===== src/rtl/lcd_arbiter_if.sv =====
// Bundle of the requester handshakes and the Avalon-MM write port toward the LCD controller.
// The master modport is the arbiter's view; the slave modport is the requesters plus LCD slave.
interface lcd_arbiter_if #(
  parameter int N_REQ = 3
);
  logic [N_REQ-1:0]       req_valid;
  logic [N_REQ-1:0][8:0]  req_data;
  logic [N_REQ-1:0]       req_last;
  logic [N_REQ-1:0]       req_ready;

  logic                   address;
  logic                   chipselect;
  logic                   byteenable;
  logic                   read;
  logic                   write;
  logic [7:0]             writedata;
  logic                   waitrequest;

  modport master (
    input  req_valid, req_data, req_last, waitrequest,
    output req_ready, address, chipselect, byteenable, read, write, writedata
  );

  modport slave (
    output req_valid, req_data, req_last, waitrequest,
    input  req_ready, address, chipselect, byteenable, read, write, writedata
  );
endinterface


===== src/rtl/lcd_arbiter.sv =====
// Round-robin arbiter that serialises multi-beat LCD messages from N_REQ requesters onto
// one Avalon-MM write port. A requester keeps the bus locked until its last beat or until
// it stalls for HOLD_TIMEOUT cycles.
//
// state | meaning
// IDLE  | no owner; round-robin pick among valid requesters, accept one beat
// WRITE | captured beat driven on the bus until waitrequest drops
// HOLD  | owner keeps the lock, waiting for its next beat or the stall timeout
module lcd_arbiter #(
  parameter int N_REQ        = 3,
  parameter int HOLD_TIMEOUT = 255
) (
  input  logic              clk,
  input  logic              reset,
  lcd_arbiter_if.master     bus,
  output logic [2:0]        grant_id,
  output logic              busy
);

  localparam int IW     = $clog2(N_REQ);
  localparam int LAST_I = N_REQ - 1;
  localparam logic [IW:0]   NREQ_W    = N_REQ[IW:0];
  localparam logic [IW-1:0] LAST_RST  = LAST_I[IW-1:0];
  localparam logic [15:0]   TIMEOUT16 = HOLD_TIMEOUT[15:0];

  typedef enum logic [1:0] {IDLE, WRITE, HOLD} state_t;

  state_t            state;
  logic [IW-1:0]     owner;
  logic [IW-1:0]     last_owner;
  logic [15:0]       stall_cnt;
  logic              cap_last;

  logic              win_found;
  logic [IW-1:0]     win_idx;
  logic [IW:0]       cand;
  logic [N_REQ-1:0]  ready_v;
  logic              accept;
  logic [IW-1:0]     cap_idx;

  // Round-robin search starting one past the previous owner.
  always_comb begin
    win_found = 1'b0;
    win_idx   = '0;
    cand      = '0;
    for (int i = 1; i <= N_REQ; i++) begin
      cand = {1'b0, last_owner} + i[IW:0];
      if (cand >= NREQ_W) cand = cand - NREQ_W;
      if (!win_found && bus.req_valid[cand[IW-1:0]]) begin
        win_found = 1'b1;
        win_idx   = cand[IW-1:0];
      end
    end
  end

  // Ready goes to the round-robin winner when idle, only to the owner while locked.
  always_comb begin
    ready_v = '0;
    if (state == IDLE && win_found) ready_v[win_idx] = 1'b1;
    else if (state == HOLD)         ready_v[owner]   = 1'b1;
  end

  // Ready is forced low while reset is held so every output is quiet during reset.
  assign bus.req_ready  = reset ? ready_v : '0;
  assign bus.byteenable = 1'b1;
  assign bus.read       = 1'b0;

  assign accept  = (state == IDLE && win_found) || (state == HOLD && bus.req_valid[owner]);
  assign cap_idx = (state == HOLD) ? owner : win_idx;

  // Arbitration FSM; the bus outputs are the captured beat, registered on acceptance.
  always_ff @(posedge clk or negedge reset) begin
    if (!reset) begin
      state          <= IDLE;
      owner          <= '0;
      last_owner     <= LAST_RST;
      stall_cnt      <= '0;
      cap_last       <= 1'b0;
      bus.address    <= 1'b0;
      bus.writedata  <= 8'h00;
      bus.chipselect <= 1'b0;
      bus.write      <= 1'b0;
      grant_id       <= 3'd0;
      busy           <= 1'b0;
    end else begin
      case (state)
        IDLE, HOLD: begin
          if (accept) begin
            bus.address    <= bus.req_data[cap_idx][8];
            bus.writedata  <= bus.req_data[cap_idx][7:0];
            cap_last       <= bus.req_last[cap_idx];
            owner          <= cap_idx;
            grant_id       <= 3'(cap_idx);
            busy           <= 1'b1;
            bus.chipselect <= 1'b1;
            bus.write      <= 1'b1;
            stall_cnt      <= '0;
            state          <= WRITE;
          end else if (state == HOLD) begin
            if (stall_cnt + 16'd1 == TIMEOUT16) begin
              last_owner <= owner;
              grant_id   <= 3'd0;
              busy       <= 1'b0;
              stall_cnt  <= '0;
              state      <= IDLE;
            end else begin
              stall_cnt <= stall_cnt + 16'd1;
            end
          end
        end
        WRITE: begin
          if (!bus.waitrequest) begin
            bus.chipselect <= 1'b0;
            bus.write      <= 1'b0;
            bus.address    <= 1'b0;
            bus.writedata  <= 8'h00;
            stall_cnt      <= '0;
            if (cap_last) begin
              last_owner <= owner;
              grant_id   <= 3'd0;
              busy       <= 1'b0;
              state      <= IDLE;
            end else begin
              state <= HOLD;
            end
          end
        end
        default: state <= IDLE;
      endcase
    end
  end

endmodule


===== src/flat_wrapper.sv =====
// flat-port wrapper written by rule: the top's interface ports become plain ports
module lcd_arbiter_flat 
#(
  parameter int N_REQ        = 3,
  parameter int HOLD_TIMEOUT = 255
)
  (clk, reset, grant_id, busy, bus_req_valid, bus_req_data, bus_req_last, bus_waitrequest, bus_req_ready, bus_address, bus_chipselect, bus_byteenable, bus_read, bus_write, bus_writedata);
  lcd_arbiter_if #(.N_REQ(N_REQ)) bus_i ();
  input  logic clk;
  input  logic reset;
  output logic [2:0] grant_id;
  output logic busy;
  input wire logic [$bits(bus_i.req_valid)-1:0] bus_req_valid;
  input wire logic [$bits(bus_i.req_data)-1:0] bus_req_data;
  input wire logic [$bits(bus_i.req_last)-1:0] bus_req_last;
  input wire logic [$bits(bus_i.waitrequest)-1:0] bus_waitrequest;
  output wire logic [$bits(bus_i.req_ready)-1:0] bus_req_ready;
  output wire logic [$bits(bus_i.address)-1:0] bus_address;
  output wire logic [$bits(bus_i.chipselect)-1:0] bus_chipselect;
  output wire logic [$bits(bus_i.byteenable)-1:0] bus_byteenable;
  output wire logic [$bits(bus_i.read)-1:0] bus_read;
  output wire logic [$bits(bus_i.write)-1:0] bus_write;
  output wire logic [$bits(bus_i.writedata)-1:0] bus_writedata;
  assign bus_i.req_valid = bus_req_valid;
  assign bus_i.req_data = bus_req_data;
  assign bus_i.req_last = bus_req_last;
  assign bus_i.waitrequest = bus_waitrequest;
  assign bus_req_ready = bus_i.req_ready;
  assign bus_address = bus_i.address;
  assign bus_chipselect = bus_i.chipselect;
  assign bus_byteenable = bus_i.byteenable;
  assign bus_read = bus_i.read;
  assign bus_write = bus_i.write;
  assign bus_writedata = bus_i.writedata;
  lcd_arbiter #(.N_REQ(N_REQ), .HOLD_TIMEOUT(HOLD_TIMEOUT)) u_core (.clk(clk), .reset(reset), .bus(bus_i), .grant_id(grant_id), .busy(busy));
endmodule

===== config.mk =====
export PLATFORM = sky130hd
export DESIGN_NAME = lcd_arbiter_flat
export DESIGN_NICKNAME = d
export VERILOG_FILES = /design/src/rtl/lcd_arbiter_if.sv /design/src/rtl/lcd_arbiter.sv /design/src/flat_wrapper.sv
export SDC_FILE = /design/constraint.sdc
export NUM_CORES = 1
export LEC_CHECK = 0
export CAP_MARGIN = 10
export CORE_MARGIN = 5
export CORE_UTILIZATION = 42
export DETAILED_ROUTE_END_ITERATION = 10
export PLACE_DENSITY_LB_ADDON = 0.08
export SYNTH_ARGS = -nofsm -noshare
export SYNTH_HDL_FRONTEND = slang
export SYNTH_SLANG_ARGS = --single-unit

===== constraint.sdc =====
create_clock -name clk -period 2.4 [get_ports clk]
set_input_delay 0.24 -clock clk [delete_from_list [all_inputs] [get_ports clk]]
set_output_delay 0.24 -clock clk [all_outputs]
set_load 0.01 [all_outputs]

==> impl_metrics.csv <==
group,metric,value,unit
status,run_status,"finished, violations left",
status,failed_checks,"setup timing",
synthesis,yosys_warnings,0,
critical_path,critPathRequiredTime,2160,ps
critical_path,r2r_start,"u_core.last_owner[1]$_DFFE_PN1P_",
floorplan,fp.dieW,86.34,um
critical_path,start_kind,"flip-flop",
timing,finalWorstPathRequiredPeriod,2551,ps
critical_path,critPathKind,"flip-flop to primary output",
detailed_routing,vias_per_cell,5.397,
clocking,clkSinkCount,36,
detailed_routing,drt_wl_total,6.813,mm
floorplan,die_h,86.34,um
global_route,grt_max_degree,37,
detailed_routing,routedWlPerCell,15.38,um
final_layout,nets,411,
final_layout,final_cell_mix,"48 x clkdlybuf4s50_1, 44 x buf_4, 30 x dfrtp_1, 28 x nand2_1",
clocking,hold_buffers,0,
critical_path,critical_path.max_fanout,3,
global_route,track_usage,18.61,%
floorplan,dieArea,7454,um^2
synthesis,synth_compound_area_share,22.44,%
timing,slew_viol_final,0,
synthesis,synthAdderAreaFrac,2.556,%
place,io_buffer_count,52,
final_layout,final_area,3623,um^2
clocking,cts_tree,"done",
critical_path,ff2ff_setup_slack,-100,ps
floorplan,core,5574,um^2
detailed_routing,drtIter0Drc,124,
global_route,grt_pass1_vias,2320,
place,dp_hpwl,5.011,mm
timing,setup_viol,13,
synthesis,yosys_most_used_dff,"dfrtp_1",
critical_path,cp-end-kind,"primary output",
clocking,clk_path_buf_depth,2,
timing,rsz0062_at_grt,"yes",
synthesis,synth-edff-count,0,
synthesis,synth_cells,275,
min_path,hold_class,"input pin to asynchronous set/reset pin",
synthesis,synthMuxAreaShare,6.186,%
floorplan,rows,27,
power_and_ir_drop,pwr_density_cell,1101,nW/um^2
clocking,cts-root-buf,"clkbuf_8",
global_route,grt_pass1_wl,11.18,mm
critical_path,cp.arrival,2310,ps
final_layout,antennaDiodeCount,0,
synthesis,yosysSeqAreaShare,36.86,%
synthesis,async_flop_share,100.0,%
global_route,gr-total-overflow,0,
timing,period_share,106.3,%
detailed_routing,drc,0,
floorplan,io_pins,56,
detailed_routing,dr.pass1.iters,4,
critical_path,reg2reg_to,"u_core.bus.writedata[0]$_DFFE_PN0P_",
place,gp_congestion,0.8149,
timing,finalWorstSetupSlack,-151.2,ps
synthesis,synthSimpleGateAreaFrac,24.13,%
final_layout,area_growth,48.06,%
power_and_ir_drop,max-vdd-ir-drop,0.5579,mV
floorplan,start_util,43.91,%
detailed_routing,vias,2391,
clocking,clk-insertion-delay-late,290,ps
final_layout,nFillCells,456,
timing,fin_skew,6.599,ps
global_route,grt_antenna_before_repair,0,
synthesis,avgSynthCellArea,8.899,um^2
clocking,cts_inserted_buffers,5,
clocking,htree_num_levels,2,
clocking,clkSlewWorstSetupHoldPaths,80,ps
synthesis,synth_top_family_by_area,"simple AND/OR/NAND/NOR gates",
synthesis,synth_xor_area_share,2.096,%
final_layout,drive_above_1_share,27.22,%
power_and_ir_drop,p_leak,1.606,nW
synthesis,synth_area,2447,um^2
final_layout,multiInputGateArea,1519,um^2
timing,hold_viol_final,0,
place,place_area,3344,um^2
timing,tns,-1003,ps
final_layout,ff_latch_area,908.4,um^2
detailed_routing,drtAntennaViolNets,0,
synthesis,yosys_register_bits,36,
synthesis,yosysUniqueCellTypes,63,
critical_path,r2r_cells,10,
final_layout,final_common_cell,"clkdlybuf4s50_1",
timing,fmax,0.3920,GHz
run,drv_cap,0,
## state kept, by name (all words and copies together), names as in the netlist
| signal | cells |
|---|---|
| u_core.bus.writedata | 8 |
| u_core.owner | 2 |
| u_core.last_owner | 2 |
| u_core.bus.address | 1 |
| u_core.stall_cnt | 16 |
| u_core.bus.chipselect | 1 |
| u_core.cap_last | 1 |
| u_core.grant_id | 2 |
| u_core.busy | 1 |
| u_core.state | 2 |
## synth_stat cells, types with 3 or more instances
master,number,area share (%)
ha_1,5,2.6
o211ai_1,3,0.92
nor2b_1,6,1.5
nand3_1,17,3.5
nand2b_1,10,2.6
buf_4,5,1.5
a21oi_1,3,0.61
o21ai_0,16,3.3
mux2i_1,14,5.7
nand2_1,28,4.3
o21ai_1,7,1.4
dfrtp_1,35,36
nor3_1,3,0.61
inv_1,12,1.8
nand4_1,5,1.3
clkbuf_1,7,1.1
a21o_1,5,1.5
a22oi_1,11,3.4
xnor2_1,3,1.1
buf_2,4,0.82
o311ai_1,3,1.1
nor2_1,16,2.5
or3_1,6,1.5
o31ai_1,4,1.2
## worst max path at each step
stage,startpoint,slack (ps),cells past startpoint,endpoint
after floorplan,u_core.last_owner[1]$_DFFE_PN1P_,-10,10,u_core.bus.address$_DFFE_PN0P_
after global placement,u_core.last_owner[1]$_DFFE_PN1P_,-270,8,bus_req_ready[1]
after detailed placement,u_core.last_owner[1]$_DFFE_PN1P_,-300,9,bus_req_ready[0]
after CTS,u_core.last_owner[1]$_DFFE_PN1P_,-230,9,bus_req_ready[0]
after global routing,u_core.last_owner[1]$_DFFE_PN1P_,-270,10,bus_req_ready[1]
final,u_core.last_owner[1]$_DFFE_PN1P_,-150,9,bus_req_ready[0]
## cell type report
cell class / count / share of cell area, %
Inverter: 13 / 1.416
Sequential cell: 36 / 25.07
Timing Repair Buffer: 103 / 26.04
Tap cell: 72 / 2.486
Clock buffer: 5 / 1.899
Clock inverter: 3 / 1.174
Multi-Input combinational cell: 211 / 41.92
## through the flow
stage | setup slack, ps | hold WS, ps | util (%) | instances | total power, W
detailed placement | -304.6 | 412.5 | 60.00 | 428 | 0.003150
CTS | -230.7 | 87.90 | 63.32 | 440 | 0.003893
finish | -151.2 | 77.86 | 65.01 | 443 | 0.003989
floorplan | -12.19 | -55.59 | - | 276 | 0.002200
global placement | -270.3 | 402.0 | 60.00 | 428 | 0.003115
global route | -268.4 | 114.8 | 65.01 | 443 | 0.004268
## metal layers
metal	wire [um]	track usage, %
met5	0	0
met4	55	3.399
met3	301	4.753
met2	3291	31.71
met1	3165	23.98
## logic make-up after synthesis
family,count (synthesis)
and+or+nand+nor,108
AOI/OAI and AO/OA,75
DFF,36
buffers and inverters,29
muxes,15
adders and majority gates,5
xor gates and xnor gates,5
other,2
## timing repair
| item | in CTS | in global routing |
|---|---|---|
| pin swaps | 11 | 13 |
| resized for setup | 24 | 20 |
| buffers inserted | 3 | 3 |
| cloned | 1 | 0 |
| setup endpoints to repair | 16 | 32 |
## critical path, cell delays in order (launching register included)
cell and delay (ps):
dfstp_2 550, inv_2 60, ha_4 280, inv_4 40, or4_4 400, a31o_1 220, buf_6 120, a22oi_2 150
nor2b_1 70, buf_2 140
## power breakdown
| group | switching (W) | internal [W] |
|---|---|---|
| combinational | 0.00119 | 0.00131 |
| clock | 0.000239 | 0.000308 |
| sequential | 0.000144 | 0.000793 |
| total | 0.00157 | 0.00241 |
(Power assumes the default switching activity.)
